[src/rtl/iq_block_averager_if.sv]
// Sample-in / result-out bus of the IQ block averager.
//   in_valid  : sample strobe
//   in_data   : NCH packed signed samples, channel 0 in the LSBs
//   out_data  : NCH packed signed averages
//   out_valid : result available
//   out_ready : downstream accepts when out_valid and out_ready are both high
// modport slave  : averager side
// modport master : sample source / result sink side
interface iq_block_averager_if #(
  parameter int unsigned NBITS = 16,
  parameter int unsigned NCH   = 2
);
  logic                  in_valid;
  logic [NCH*NBITS-1:0]  in_data;
  logic [NCH*NBITS-1:0]  out_data;
  logic                  out_valid;
  logic                  out_ready;

  modport slave (
    input  in_valid,
    input  in_data,
    input  out_ready,
    output out_data,
    output out_valid
  );

  modport master (
    output in_valid,
    output in_data,
    output out_ready,
    input  out_data,
    input  out_valid
  );
endinterface

[src/rtl/iq_block_averager.sv]
// Multi-channel block averager for the IQ receive path.
// Sums block_len valid samples per channel, scales each sum by an arithmetic right shift
// (clamped to ABITS), saturates to NBITS and presents one result word per block through a
// valid/ready handshake. The MSB of a wrapping completed-block counter is the bit-slicer clock.
// Ports:
//   clk, rst   : clock, synchronous active-high reset
//   enable     : run control; low returns to idle and discards any partial sum
//   bus        : sample input and result output (iq_block_averager_if.slave)
//   block_len  : samples per block (0 treated as 1), latched at block start
//   shift      : right shift applied to the sums, clamped to ABITS
//   bit_clock  : MSB of the completed-block counter
//   overrun    : sticky, a result was overwritten before being accepted
//   sat        : sticky, a channel saturated
//   clr_flags  : clears overrun and sat (a coincident set event wins)
// Optional build macro IQ_AVG_ROUND_EN: round half up before shifting.
module iq_block_averager #(
  parameter int unsigned NBITS = 16,
  parameter int unsigned NCH   = 2,
  parameter int unsigned ABITS = 10,
  parameter int unsigned LEN_W = 10,
  parameter int unsigned BCW   = 4
) (
  input  logic             clk,
  input  logic             rst,
  input  logic             enable,
  iq_block_averager_if.slave bus,
  input  logic [LEN_W-1:0] block_len,
  input  logic [4:0]       shift,
  output logic             bit_clock,
  output logic             overrun,
  output logic             sat,
  input  logic             clr_flags
);
  localparam int unsigned AW = NBITS + ABITS;

  localparam logic [0:0] StIdle  = 1'b0;
  localparam logic [0:0] StAccum = 1'b1;

  // Saturation bounds expressed at the widened (AW+1) shift width.
  localparam logic signed [AW:0] SatMax = {{(ABITS + 2){1'b0}}, {(NBITS - 1){1'b1}}};
  localparam logic signed [AW:0] SatMin = {{(ABITS + 2){1'b1}}, {(NBITS - 1){1'b0}}};

  logic [0:0]             state_q, state_d;
  logic [LEN_W-1:0]       len_q, len_d;
  logic [LEN_W-1:0]       cnt_q, cnt_d;
  logic signed [AW-1:0]   acc_q [NCH];
  logic signed [AW-1:0]   acc_d [NCH];
  logic signed [AW-1:0]   acc_sum [NCH];
  logic [BCW-1:0]         blk_cnt_q;
  logic [NCH*NBITS-1:0]   out_data_q, res_data;
  logic                   out_valid_q, out_valid_d;
  logic                   overrun_q, sat_q;

  logic [LEN_W-1:0]       len_eff;
  logic [4:0]             s;
  logic                   last_smp, result_ev;
  logic [NCH-1:0]         clamp;
  logic [NBITS-1:0]       smp;
  logic signed [AW:0]     ext, shifted;

  assign len_eff   = (block_len == '0) ? LEN_W'(1) : block_len;
  assign s         = (shift > 5'(ABITS)) ? 5'(ABITS) : shift;
  assign last_smp  = (cnt_q == len_q - LEN_W'(1));
  // Completion does not depend on enable: a block finishing as enable falls is still output.
  assign result_ev = (state_q == StAccum) && bus.in_valid && last_smp;

  // Per-channel sum, scale and saturate of the block that completes this cycle.
  always_comb begin
    res_data = '0;
    clamp    = '0;
    smp      = '0;
    ext      = '0;
    shifted  = '0;
    for (int c = 0; c < NCH; c++) begin
      smp        = bus.in_data[c*NBITS +: NBITS];
      acc_sum[c] = acc_q[c] + {{ABITS{smp[NBITS-1]}}, smp};
      ext        = {acc_sum[c][AW-1], acc_sum[c]};
`ifdef IQ_AVG_ROUND_EN
      if (s != 5'd0) begin
        ext = ext + ((AW + 1)'(1) << (s - 5'd1));
      end
`endif
      shifted = ext >>> s;
      if (shifted > SatMax) begin
        res_data[c*NBITS +: NBITS] = SatMax[NBITS-1:0];
        clamp[c]                   = 1'b1;
      end else if (shifted < SatMin) begin
        res_data[c*NBITS +: NBITS] = SatMin[NBITS-1:0];
        clamp[c]                   = 1'b1;
      end else begin
        res_data[c*NBITS +: NBITS] = shifted[NBITS-1:0];
      end
    end
  end

  always_comb begin
    state_d = state_q;
    len_d   = len_q;
    cnt_d   = cnt_q;
    for (int c = 0; c < NCH; c++) begin
      acc_d[c] = acc_q[c];
    end
    unique case (state_q)
      StIdle: begin
        cnt_d = '0;
        for (int c = 0; c < NCH; c++) begin
          acc_d[c] = '0;
        end
        if (enable) begin
          len_d   = len_eff;
          state_d = StAccum;
        end
      end
      StAccum: begin
        if (bus.in_valid) begin
          if (last_smp) begin
            cnt_d = '0;
            len_d = len_eff;
            for (int c = 0; c < NCH; c++) begin
              acc_d[c] = '0;
            end
          end else begin
            cnt_d = cnt_q + LEN_W'(1);
            for (int c = 0; c < NCH; c++) begin
              acc_d[c] = acc_sum[c];
            end
          end
        end
        if (!enable) begin
          state_d = StIdle;
          cnt_d   = '0;
          for (int c = 0; c < NCH; c++) begin
            acc_d[c] = '0;
          end
        end
      end
      default: state_d = StIdle;
    endcase
  end

  always_comb begin
    out_valid_d = out_valid_q;
    if (result_ev) begin
      out_valid_d = 1'b1;
    end else if (out_valid_q && bus.out_ready) begin
      out_valid_d = 1'b0;
    end
  end

  always_ff @(posedge clk) begin
    if (rst) begin
      state_q     <= StIdle;
      len_q       <= LEN_W'(1);
      cnt_q       <= '0;
      blk_cnt_q   <= '0;
      out_data_q  <= '0;
      out_valid_q <= 1'b0;
      overrun_q   <= 1'b0;
      sat_q       <= 1'b0;
      for (int c = 0; c < NCH; c++) begin
        acc_q[c] <= '0;
      end
    end else begin
      state_q     <= state_d;
      len_q       <= len_d;
      cnt_q       <= cnt_d;
      out_valid_q <= out_valid_d;
      for (int c = 0; c < NCH; c++) begin
        acc_q[c] <= acc_d[c];
      end
      if (result_ev) begin
        out_data_q <= res_data;
        blk_cnt_q  <= blk_cnt_q + BCW'(1);
      end
      // Overwrite only counts when the old result is not being accepted this cycle.
      if (result_ev && out_valid_q && !bus.out_ready) begin
        overrun_q <= 1'b1;
      end else if (clr_flags) begin
        overrun_q <= 1'b0;
      end
      if (result_ev && (|clamp)) begin
        sat_q <= 1'b1;
      end else if (clr_flags) begin
        sat_q <= 1'b0;
      end
    end
  end

  assign bus.out_data  = out_data_q;
  assign bus.out_valid = out_valid_q;
  assign bit_clock     = blk_cnt_q[BCW-1];
  assign overrun       = overrun_q;
  assign sat           = sat_q;
endmodule

[src/flat_wrapper.sv]
// flat-port wrapper written by rule: the top's interface ports become plain ports
module iq_block_averager_flat 
#(
  parameter int unsigned NBITS = 16,
  parameter int unsigned NCH   = 2,
  parameter int unsigned ABITS = 10,
  parameter int unsigned LEN_W = 10,
  parameter int unsigned BCW   = 4
)
  (clk, rst, enable, block_len, shift, bit_clock, overrun, sat, clr_flags, bus_in_valid, bus_in_data, bus_out_ready, bus_out_data, bus_out_valid);
  iq_block_averager_if #(.NBITS(NBITS), .NCH(NCH)) bus_i ();
  input  logic clk;
  input  logic rst;
  input  logic enable;
  input  logic [LEN_W-1:0] block_len;
  input  logic [4:0] shift;
  output logic bit_clock;
  output logic overrun;
  output logic sat;
  input  logic clr_flags;
  input wire logic [$bits(bus_i.in_valid)-1:0] bus_in_valid;
  input wire logic [$bits(bus_i.in_data)-1:0] bus_in_data;
  input wire logic [$bits(bus_i.out_ready)-1:0] bus_out_ready;
  output wire logic [$bits(bus_i.out_data)-1:0] bus_out_data;
  output wire logic [$bits(bus_i.out_valid)-1:0] bus_out_valid;
  assign bus_i.in_valid = bus_in_valid;
  assign bus_i.in_data = bus_in_data;
  assign bus_i.out_ready = bus_out_ready;
  assign bus_out_data = bus_i.out_data;
  assign bus_out_valid = bus_i.out_valid;
  iq_block_averager #(.NBITS(NBITS), .NCH(NCH), .ABITS(ABITS), .LEN_W(LEN_W), .BCW(BCW)) u_core (.clk(clk), .rst(rst), .enable(enable), .bus(bus_i), .block_len(block_len), .shift(shift), .bit_clock(bit_clock), .overrun(overrun), .sat(sat), .clr_flags(clr_flags));
endmodule
[config.mk]
export PLATFORM = sky130hd
export DESIGN_NAME = iq_block_averager_flat
export DESIGN_NICKNAME = d
export VERILOG_FILES = /design/src/rtl/iq_block_averager_if.sv /design/src/rtl/iq_block_averager.sv /design/src/flat_wrapper.sv
export SDC_FILE = /design/constraint.sdc
export NUM_CORES = 1
export LEC_CHECK = 0
export ABC_CLOCK_PERIOD_IN_PS = 10200
export CORE_ASPECT_RATIO = 0.6
export CORE_UTILIZATION = 40
export CTS_BUF_LIST = sky130_fd_sc_hd__clkbuf_4
export CTS_CLUSTER_DIAMETER = 80
export CTS_CLUSTER_SIZE = 30
export DETAILED_ROUTE_END_ITERATION = 10
export GPL_TIMING_DRIVEN = 0
export MAX_ROUTING_LAYER = met4
export PLACE_DENSITY_LB_ADDON = 0.3
export SETUP_SLACK_MARGIN = 0.1
export SLEW_MARGIN = 20
export SYNTH_ARGS = -nofsm -noshare
export SYNTH_HDL_FRONTEND = slang
export SYNTH_SLANG_ARGS = --single-unit
[constraint.sdc]
create_clock -name clk -period 10.2 [get_ports clk]
set_clock_uncertainty 0.2 [all_clocks]
set_input_delay 2.04 -clock clk [delete_from_list [all_inputs] [get_ports clk]]
set_output_delay 2.04 -clock clk [all_outputs]
set_load 0.02 [all_outputs]
* Yosys cells after proc, flatten, opt, wreduce, memory -nomap -nowiden *
Memory sizes are Yosys's and may differ from the RTL's.
Cells that the tools add are included.

cells by class
  shift operators = 2
  reductions and logical operators = 13
  add/subtract/negate cells = 5
  multiplexer cells = 33
  equal/unequal tests = 5
  order comparisons = 5
  bitwise logic cells = 3

operators with widths
  operator                                                          count
  two-way mux 52 bit                                                3
  one-hot mux 52 bit (2 select lines)                               1
  two-way mux 10 bit                                                7
  two-way mux 16 bit                                                4
  greater-than comparator 27 x 16 -> 1 bit (second input constant)  2
  < comparator 27 x 16 -> 1 bit (second input constant)             2
  >>> shifter 26 x 5 -> 27 bit                                      2
  adder 26 bit                                                      2
  two-way mux 26 bit                                                2
  one-hot mux 10 bit (2 select lines)                               2
  two-way mux 1 bit                                                 13
  adder 10 x 1 -> 10 bit (second input constant)                    1
  equality test 10 bit                                              1
  logical NOT 10 bit                                                1
  subtractor 10 x 1 -> 10 bit (second input constant)               1
  logical AND 1 bit                                                 6
  != test 2 bit (second input constant)                             3
  nonzero test 2 bit                                                3
  greater-than comparator 5 x 4 -> 1 bit (second input constant)    1
  two-way mux 5 bit                                                 1
  adder 4 x 1 -> 4 bit (second input constant)                      1
  != test 3 bit (second input constant)                             1
  AND reduction 3 bit                                               1
  OR 1 bit                                                          2
  3 further kinds                                                   3

storage, ports and cells
  memories = 1
  memory bits (writable) = 52
  input port bits = 53
  bits in registers = 60
  logic and storage cells = 75
  output and inout port bits = 36

memory list
  memory        depth  width  read ports  clocked after Yosys merged registers in  write ports  line                     text
  u_core.acc_q  2      26     2           0                                        2            iq_block_averager.sv:46  logic signed [AW-1:0] acc_q [NCH];

* Logic depth before layout (Yosys ltp) *
Gate-level depths: netlist (run 1).

  word-level depth = 9
  mapped depth = 16
  mapped depth without buffers = 15

* Worst setup path after synthesis (run 1) *
No wires, ideal clock.

  path kind = input -> register
  from = input bus_in_data[16]
  to = register u_core.out_data_q[19], in the netlist u_core.bus.out_data[19]
  required time = 9920 ps
  buffers on the path = 1
  path slack = 4572 ps
  arrival time = 5348 ps
  stages = 15
  setup time = 80 ps
  cell sequence = ha_1 -> fa_1 -> a211oi_2 -> o21ai_0 -> a31oi_1 -> nand2_1 -> a311oi_4 -> mux2i_1 -> nand2b_1 -> a221o_1 -> nor4_1 -> o22a_2 -> buf_6 -> o211ai_2 -> a211oi_2

between the ends
  cells in the longest elaborated chain, start to end = 5
  elaborated cells on any way between the ends = 6
  classes of those cells = add/sub (1); order compare (2); shift (1); mux (2)

ends and longest elaborated chain
  element                           line                      text
  start: declaration                flat_wrapper.sv:22        input wire logic [$bits(bus_i.in_data)-1:0] bus_in_data;
  adder 26 bit (*)                  iq_block_averager.sv:76   acc_sum[c] = acc_q[c] + {{ABITS{smp[NBITS-1]}}, smp};
  >>> shifter 26 x 5 -> 27 bit (*)  iq_block_averager.sv:83   shifted = ext >>> s;
  < comparator 27 x 16 -> 1 bit     iq_block_averager.sv:87   end else if (shifted < SatMin) begin
  two-way mux 16 bit                iq_block_averager.sv:87
  two-way mux 16 bit (*)            iq_block_averager.sv:84   if (shifted > SatMax) begin
  end signal: assignment            iq_block_averager.sv:172  out_data_q <= res_data;
  end: declaration                  iq_block_averager.sv:50   logic [NCH*NBITS-1:0] out_data_q, res_data;

Every way passes the cells marked *; elsewhere a longest branch is shown, timed or not.
A chain may end at the register's enable or synchronous reset.

* Final worst setup path (run 1) *
  from = input bus_in_data[0]
  to = register u_core.out_data_q[9], in the netlist u_core.bus.out_data[9]

Same word-level chain as after synthesis.

==> out/results.md, run 1 <==
| Metric | This run |
|---|---|
| Die Wd | 208 um |
| Proportion of register bits with asynchronous set or reset after synthesis | 0% |
| Syn Std Cell Area | 0.0102 sq mm |
| Period utilisation layout | 68.0% |
| Remaining antenna violation count | 0 |
| RSZ-0062 raised after global routing | no |
| Critical Path Most Common Cell | sky130_fd_sc_hd__a21oi_1 |
| Max Cap Violations | 0 |
| Total nets after synthesis | 1491 |
| Root Driver | sky130_fd_sc_hd__clkbuf_4 |
| Router iterations before antenna repair | 5 |
| Final number of hold-violating endpoints | 0 |
| Last weighted congestion value of the routability-driven placer | 1.00 |
| Endpoints failing setup | 0 |
| Crit path largest cell delay | 540 ps |
| Yosys warns | 0 |
| Clock latency of the later-clocked register in the worst-skew pair | 600 ps |
| Die footprint | 0.0261 sq mm |
| Mean routed wirelength per cell | 20.3 um |
| Average cell area after synthesis | 7.36 sq um |
| Crit. End Element | flip-flop |
| Effective utilization at floorplan | 41.4% |
| Worst slew pin tran | 971 ps |
| Sink count of the clock tree | 112 |
| Layout cell share with drive strength beyond 1 | 5.79% |
| Pin count of the biggest net entering global routing | 22 |
| Antenna Cells | 0 |
| Average vias per placed instance | 6.12 |
| Number of global-route vias before repair | 9713 |
| Worst slew slack as a fraction of its limit | 34.8% |
| Number of antenna violations at the first check in global routing | 0 |
| Worst Path Arrival | 7260 ps |
| Post-detailed-placement half-perimeter wirelength | 29300 um |
| Leakage | 4.35 nW |
| Vias | 11057 |
| WL final | 36700 um |
| Number of synthesized flops with an enable pin | 0 |
| H-tree Lvls | 3 |
| Postcts setup bufs | 0 |
| Core area | 0.0246 sq mm |
| Kind of start point of the critical path | input pin |
| TritonCTS clock tree | built |
| Synth Flop Type | sky130_fd_sc_hd__dfxtp_1 |
| Global route overflow | 0 |
| Layout fillers | 2479 |
| Longest Clk Path Bufs | 2 |
| Power density cells | 93.5 mW/mm^2 |
| Post-Syn Instances | 1383 |
| Worst-path maximum fanout | 10 |
| Slowest stage cell, crit path | sky130_fd_sc_hd__xnor2_1 |
| Highest Clock Rate | 144 MHz |
| Result of the run | finished clean |
| Largest voltage drop on the vdd net | 0.0567 mV |
| Flops & latches, synth | 112 |
| Final slew viol count | 0 |
| Growth of design area from synthesis to finish | 13.8% |
| Wire length of the first global-routing pass | 57000 um |
| Global-route total usage across every layer | 28.9% |
| Critical Setup Path Class | input pin to flip-flop |
| Hold-fix buffer count after cts | 0 |
| Total DRC errors in the routed layout | 0 |
| Count of instances resized after the clock tree is built | 0 |
| Part of the Yosys area used for sequential elements | 22.0% |
| Final period demand of the worst path | 6940 ps |
| Chip height | 126 um |
| Setup TNS | 0 ps |
| Drt initial violations | 1382 |
| Worst EP required | 10520 ps |
| Post-synth cell types | 86 |
| Clk pin slew, worst setup/hold paths | 190 ps |
| Cell Rows | 44 |
| Number of buffers created by CTS | 9 |
| Cell chain of the critical path | clkdlybuf4s50_1 > ha_1 > inv_1 > fa_1 > nand2b_1 > a21oi_1 > o21ai_1 > o211ai_1 > a31oi_1 > xnor2_1 > o221ai_1 > o311a_1 > a21oi_1 > a41o_1 > buf_4 > o21ai_0 > a211oi_1 |
| Count of input and output buffers | 86 |
| Core occupancy in the finished layout | 47.1% |
| Worst hold path class | flip-flop to flip-flop |
| Total number of nets in the final design | 1588 |
| I/O pin cnt | 89 |
==> Yosys cell counts (all sizes together) (6+ instances only) <==
cell,count,share of area [%]
nand3b,6,0.44
a21o,18,1.3
o21a,9,0.68
a31oi,16,1.0
clkbuf,68,2.5
xor2,27,2.3
nor3b,8,0.59
nor3,13,0.74
o21bai,7,0.52
nand4,22,1.4
nand2b,60,3.7
o31ai,6,0.44
xnor2,36,3.2
a211oi,62,5.3
o21ai,67,3.3
and3,17,1.0
a311oi,6,0.69
ha,53,6.5
or3,8,0.54
nand3,64,3.1
buf,33,1.7
dfxtp,112,22
nor2,141,5.2
mux2i,51,5.0
mux2,6,0.66
nand2,143,5.3
inv,24,0.89
a21oi,160,7.9
and2,9,0.55
o22ai,8,0.49
o211ai,38,2.9
==> power breakdown <==
group | internal [W] | total (W) | switching (W)
clock | 0.0000571 | 0.000239 | 0.000182
sequential | 0.000448 | 0.000455 | 0.00000742
combinational | 0.000137 | 0.000388 | 0.000251
total | 0.000642 | 0.00108 | 0.000441
==> layout by cell type, fill, tap and decap left out, types with 53 or more instances in the layout <==
cell type / n
sky130_fd_sc_hd__dfxtp_1: 112
sky130_fd_sc_hd__nand2b_1: 60
sky130_fd_sc_hd__o21ai_0: 55
sky130_fd_sc_hd__ha_1: 53
sky130_fd_sc_hd__a21oi_1: 158
sky130_fd_sc_hd__clkdlybuf4s50_1: 86
sky130_fd_sc_hd__clkbuf_1: 68
sky130_fd_sc_hd__nand2_1: 143
sky130_fd_sc_hd__nand3_1: 64
sky130_fd_sc_hd__nor2_1: 141
==> flip-flops by register name, indices dropped and copies added, names as in the netlist <==
name                  flops
u_core.len_q             10
u_core.blk_cnt_q          4
u_core.bus.out_valid      1
u_core.state_q            1
u_core.cnt_q             10
u_core.acc_q             52
u_core.sat                1
u_core.overrun            1
u_core.bus.out_data      32
==> metrics by stage <==
stage	instance area (sq um)	std cells	total power, W	hold slack [ps]	worst slack (ps)
final	11600	1807	0.00108	286	3260
after global placement	11400	1791	0.000835	260	2960
after detailed placement	11400	1791	0.000836	265	2970
after floorplan	10200	1383	0.000709	249	4570
after CTS	11600	1807	0.00107	290	3580
after global routing	11600	1807	0.00114	302	3110
==> cell families after synthesis <==
| kind of cell | count (synthesis) | share of synthesized area (%) |
|---|---|---|
| flip-flops | 112 | 22.0 |
| XOR/XNOR | 63 | 5.50 |
| adder cells (fa/ha/maj) | 55 | 6.91 |
| multiplexers | 57 | 5.68 |
| AND/OR/NAND/NOR | 513 | 24.2 |
| AO/OA/AOI/OAI | 458 | 30.6 |
| buffers and inverters | 125 | 5.08 |
==> layout make-up <==
type / count / area (sq um) / area share [%]
multi-input cells: 1146 / 7410 / 64.1
flip-flops and latches: 112 / 2240 / 19.4
repair buffers: 86 / 861 / 7.44
plain buffers: 101 / 427 / 3.69
well taps: 322 / 403 / 3.48
inverters: 24 / 90.1 / 0.778
clock inverters: 7 / 70.1 / 0.605
clock buffers: 9 / 67.6 / 0.584
==> worst max-delay path: cells and delay by family <==
| family | cells | cell delay, ps |
|---|---|---|
| buf+inv | 3 | 780 |
| fa+ha+maj | 2 | 650 |
| xor+xnor | 1 | 540 |
| simple gates | 1 | 190 |
| compound gates | 10 | 3060 |
==> final timing paths <==
| path | end | cells after the start | startpoint | slack, ps |
|---|---|---|---|---|
| setup / recovery | u_core.bus.out_data[9]$_SDFFE_PP0P_ | 17 | bus_in_data[0] | 3260 |
| hold / removal | u_core.acc_q[0][19]$_SDFFE_PP0P_ | 2 | u_core.acc_q[0][19]$_SDFFE_PP0P_ | 290 |
| setup reg to reg | u_core.bus.out_data[9]$_SDFFE_PP0P_ | 16 | u_core.acc_q[0][0]$_SDFFE_PP0P_ | 4810 |
| hold reg to reg | u_core.acc_q[0][19]$_SDFFE_PP0P_ | 2 | u_core.acc_q[0][19]$_SDFFE_PP0P_ | 290 |
==> per-layer routing <==
layer,vias to the layer above,wire length [um],GRT usage [%]
li1,5263,-,-
met1,5250,18900,44.0
met2,511,12800,34.1
met3,33,4450,10.9
met4,0,477,5.62
met5,-,0,-
Note: power is estimated with default switching activity, not from simulation.
==> inputs of run 2 (changes only) <==
ABC_CLOCK_PERIOD_IN_PS = 6500   (was 10200)
clock period = 6.5 ns   (was 10.2 ns; I/O delays follow)
==> results of run 2 <==
The final DEF is identical to that of run 1. Status: finished clean.
Main changes from that run: setup slack after placement 2970 ps -> 14.0 ps; setup slack after layout 3260 ps -> 304 ps; register-to-register setup slack 4810 ps -> 1110 ps; total power 0.00108 W -> 0.00170 W; worst IR drop on VDD 0.0567 mV -> 0.0890 mV
==> inputs of run 3 (changes only) <==
CTS_CLUSTER_SIZE = default   (was 30)
RECOVER_POWER = 100   (was default)
==> run 3 against run 2 <==
- setup slack got worse by 83 ps
- power decreased by 0.58%
- utilization decreased by 0.32 points
- wire length decreased by 0.29%
- combinational power decreased by 1%
- critical path depth unchanged
- via count increased by 0.22%
==> out/results.md, run 3 (synthesized netlist as in run 1, its figures left out) <==
| Metric | This run | Change |
|---|---|---|
| Total DRC errors in the routed layout | 0 | unchanged |
| Net Sw Frac | 40.7% | about the same |
| Worst EP required | 6820 ps | about the same |
| Die Wd | 208 um | unchanged |
| Clk pin slew, worst setup/hold paths | 190 ps | about the same |
| Worst Path Arrival | 6600 ps | was 6520 ps |
| Leading cell types in the layout, fill and taps excluded | sky130_fd_sc_hd__a21oi_1 (159), sky130_fd_sc_hd__nand2_1 (143), sky130_fd_sc_hd__nor2_1 (141) | was sky130_fd_sc_hd__a21oi_1 (158), sky130_fd_sc_hd__nand2_1 (143), sky130_fd_sc_hd__nor2_1 (141) |
| Family of cells with the greatest summed delay on the critical path | compound AO/OA/AOI/OAI gates | unchanged |
| Hold-fix buffer count after cts | 0 | unchanged |
| Sequential standard cell area | 0.00224 sq mm | unchanged |
| Vias | 11081 | was 11057 |
| Area occupied by multi-input gates | 0.00735 sq mm | was 0.00741 sq mm |
| Root Driver | sky130_fd_sc_hd__clkbuf_4 | unchanged |
| Count of instances resized after the clock tree is built | 0 | unchanged |
| Average vias per placed instance | 6.13 | was 6.12 |
| Worst-path maximum fanout | 10 | unchanged |
| Cell Rows | 44 | unchanged |
| Mean routed wirelength per cell | 20.2 um | was 20.3 um |
| Worst hold stages | 2 | unchanged |
| Wire length of the first global-routing pass | 57000 um | unchanged |
| Origin of the critical flop-to-flop path | u_core.acc_q[0][0]$_SDFFE_PP0P_ | unchanged |
| I/O pin cnt | 89 | unchanged |
| Summed area of non-filler cells in the final layout | 0.0115 sq mm | was 0.0116 sq mm |
| Critical Path Most Common Cell | sky130_fd_sc_hd__a21oi_1 | unchanged |
| Number of buffers created by CTS | 9 | unchanged |
| Antenna Cells | 0 | unchanged |
| WL final | 36600 um | was 36700 um |
| Effective utilization at floorplan | 41.4% | unchanged |
| Switch Pwr | 0.000687 W | was 0.000691 W |
| Worst slew pin tran | 964 ps | was 971 ps |
| Endpoints failing setup | 0 | unchanged |
| Global route overflow | 0 | unchanged |
| Total number of nets in the final design | 1588 | unchanged |
| Largest register FFs | 52 | unchanged |
| Period utilisation layout | 96.6% | was 95.3% |
| Internal portion of total power | 0.00100 W | was 0.00101 W |
| Final slew viol count | 0 | unchanged |
| Layout cell share with drive strength beyond 1 | 4.58% | was 5.79% |
| Global-route total usage across every layer | 28.9% | unchanged |
| Origin of the worst min-delay path | u_core.acc_q[0][19]$_SDFFE_PP0P_ | unchanged |
| Most common cell after layout, fill and taps aside | sky130_fd_sc_hd__a21oi_1 | unchanged |
| Setup TNS | 0 ps | unchanged |
| Crit path largest cell delay | 550 ps | was 540 ps |
| Layout fillers | 2491 | was 2479 |
| Post-detailed-placement half-perimeter wirelength | 29300 um | unchanged |
| Result of the run | finished clean | unchanged |
| Worst-case reg-to-reg path depth | 16 | unchanged |
| Router iterations before antenna repair | 7 | was 5 |
| Count of input and output buffers | 86 | unchanged |
| Sequential share of power | 42.3% | was 42.0% |
| Postcts setup bufs | 0 | unchanged |
| First element of the critical path | bus_in_data[0] | unchanged |
| RSZ-0062 raised after global routing | no | unchanged |
| Core occupancy in the finished layout | 46.8% | was 47.1% |
| Register with the most flip-flops | u_core.acc_q | unchanged |
| Pin count of the biggest net entering global routing | 22 | unchanged |
| Number of antenna violations at the first check in global routing | 0 | unchanged |
| Largest voltage drop on the vdd net | 0.0889 mV | was 0.0890 mV |
| Growth of design area from synthesis to finish | 13.0% | was 13.8% |
| Clock latency of the later-clocked register in the worst-skew pair | 600 ps | about the same |
| Crit. End Element | flip-flop | unchanged |
| Flop2flop setup slack | 1110 ps | about the same |
| Worst r2r dst | u_core.bus.out_data[9]$_SDFFE_PP0P_ | unchanged |
| Drt initial violations | 1288 | was 1382 |
| Max Cap Violations | 0 | unchanged |
| Critical path buffers and inverters | 3 | unchanged |
| Remaining antenna violation count | 0 | unchanged |
| Highest Clock Rate | 159 MHz | was 161 MHz |
| TritonCTS clock tree | built | unchanged |
| Critical Setup Path Class | input pin to flip-flop | unchanged |
| Number of global-route vias before repair | 9713 | unchanged |
| Combinational share of power | 35.5% | was 35.9% |
| Total power draw | 0.00169 W | was 0.00170 W |
| Part of the power in the clock network | 22.2% | was 22.1% |
| Instance area after placement | 0.0114 sq mm | unchanged |
| Cell chain of the critical path | dlygate4sd3_1 > ha_1 > inv_1 > fa_1 > nand2b_1 > a21oi_1 > o21ai_1 > o211ai_1 > a31oi_1 > xnor2_1 > o221ai_1 > o311a_1 > a21oi_1 > a41o_1 > buf_4 > o21ai_0 > a211oi_1 | was clkdlybuf4s50_1 > ha_1 > inv_1 > fa_1 > nand2b_1 > a21oi_1 > o21ai_1 > o211ai_1 > a31oi_1 > xnor2_1 > o221ai_1 > o311a_1 > a21oi_1 > a41o_1 > buf_4 > o21ai_0 > a211oi_1 |
| Leakage | 4.45 nW | was 4.35 nW |
| Die footprint | 0.0261 sq mm | unchanged |
| Placement-stage worst setup slack | 14.0 ps | unchanged |
| Chip height | 126 um | unchanged |
| Kind of start point of the critical path | input pin | unchanged |
| Final period demand of the worst path | 6280 ps | was 6200 ps |
| Final setup margin | 221 ps | was 304 ps |
| H-tree Lvls | 3 | unchanged |
| Worst slew slack as a fraction of its limit | 35.1% | was 34.8% |
| Hold path endpoint | u_core.acc_q[0][19]$_SDFFE_PP0P_ | unchanged |
| Worst hold path class | flip-flop to flip-flop | unchanged |
| Longest Clk Path Bufs | 2 | unchanged |
| Core area | 0.0246 sq mm | unchanged |
| Final number of hold-violating endpoints | 0 | unchanged |
| Last weighted congestion value of the routability-driven placer | 1.00 | unchanged |
| Sink count of the clock tree | 112 | unchanged |
| Power density cells | 147 mW/mm^2 | about the same |
| Slowest stage cell, crit path | sky130_fd_sc_hd__dlygate4sd3_1 | was sky130_fd_sc_hd__xnor2_1 |
run 3: cell types whose count changed in the layout (fill, tap and decap cells not counted), sizes merged:
| cell | change |
|---|---|
| buf | -6 |
| clkbuf | +6 |
| clkdlybuf4s50 | -40 |
| dlygate4sd3 | +40 |
run 3: worst reg2reg max path, delay by kind of cell (launching register included):
family	cells	cell delay (ps)
AO/OA/AOI/OAI	10	3070
adder cells (fa/ha/maj)	2	640
XOR/XNOR	1	520
flip-flops	1	380
buffers and inverters	2	310
AND/OR/NAND/NOR	1	190
run 3: worst max path at each step:
stage	cells past startpoint	to	slack (ps)
2_1_floorplan	15	u_core.bus.out_data[19]$_SDFFE_PP0P_	1610
3_3_place_gp	17	u_core.bus.out_data[9]$_SDFFE_PP0P_	2
3_5_place_dp	17	u_core.bus.out_data[9]$_SDFFE_PP0P_	10
4_1_cts	17	u_core.bus.out_data[9]$_SDFFE_PP0P_	620
5_1_grt	17	u_core.bus.out_data[9]$_SDFFE_PP0P_	80
6_report	17	u_core.bus.out_data[9]$_SDFFE_PP0P_	220
run 3: routing by layer:
| layer | vias up | global-route usage [%] | wire, um |
|---|---|---|---|
| li1 | 5275 | - | - |
| met1 | 5224 | 44.0 | 18600 |
| met2 | 536 | 34.1 | 12800 |
| met3 | 46 | 10.9 | 4630 |
| met4 | 0 | 5.62 | 503 |
| met5 | - | - | 0 |
run 3: cell type report:
class | instances | share of cell area, %
Timing Repair Buffer | 86 | 7.49
Inverter | 24 | 0.784
Clock buffer | 9 | 0.588
Clock inverter | 7 | 0.609
Multi-Input combinational cell | 1146 | 63.9
Buffer | 101 | 3.61
Sequential cell | 112 | 19.5
Tap cell | 322 | 3.50
run 3: power groups by stage:
stage                     clock network, W  registers (W)  logic [W]
after floorplan                          0       0.000732   0.000380
after global placement                   0       0.000728   0.000582
after detailed placement                 0       0.000728   0.000585
after CTS                         0.000382       0.000714   0.000588
after global routing              0.000411       0.000716   0.000646
final                             0.000375       0.000714   0.000600
run 3: per-stage QoR:
| step | instances | hold WS, ps |
|---|---|---|
| 3_3_place_gp | 1791 | 260 |
| 4_1_cts | 1807 | 290 |
| 2_1_floorplan | 1383 | 249 |
| 3_5_place_dp | 1791 | 265 |
| 6_report | 1807 | 286 |
| 5_1_grt | 1807 | 302 |
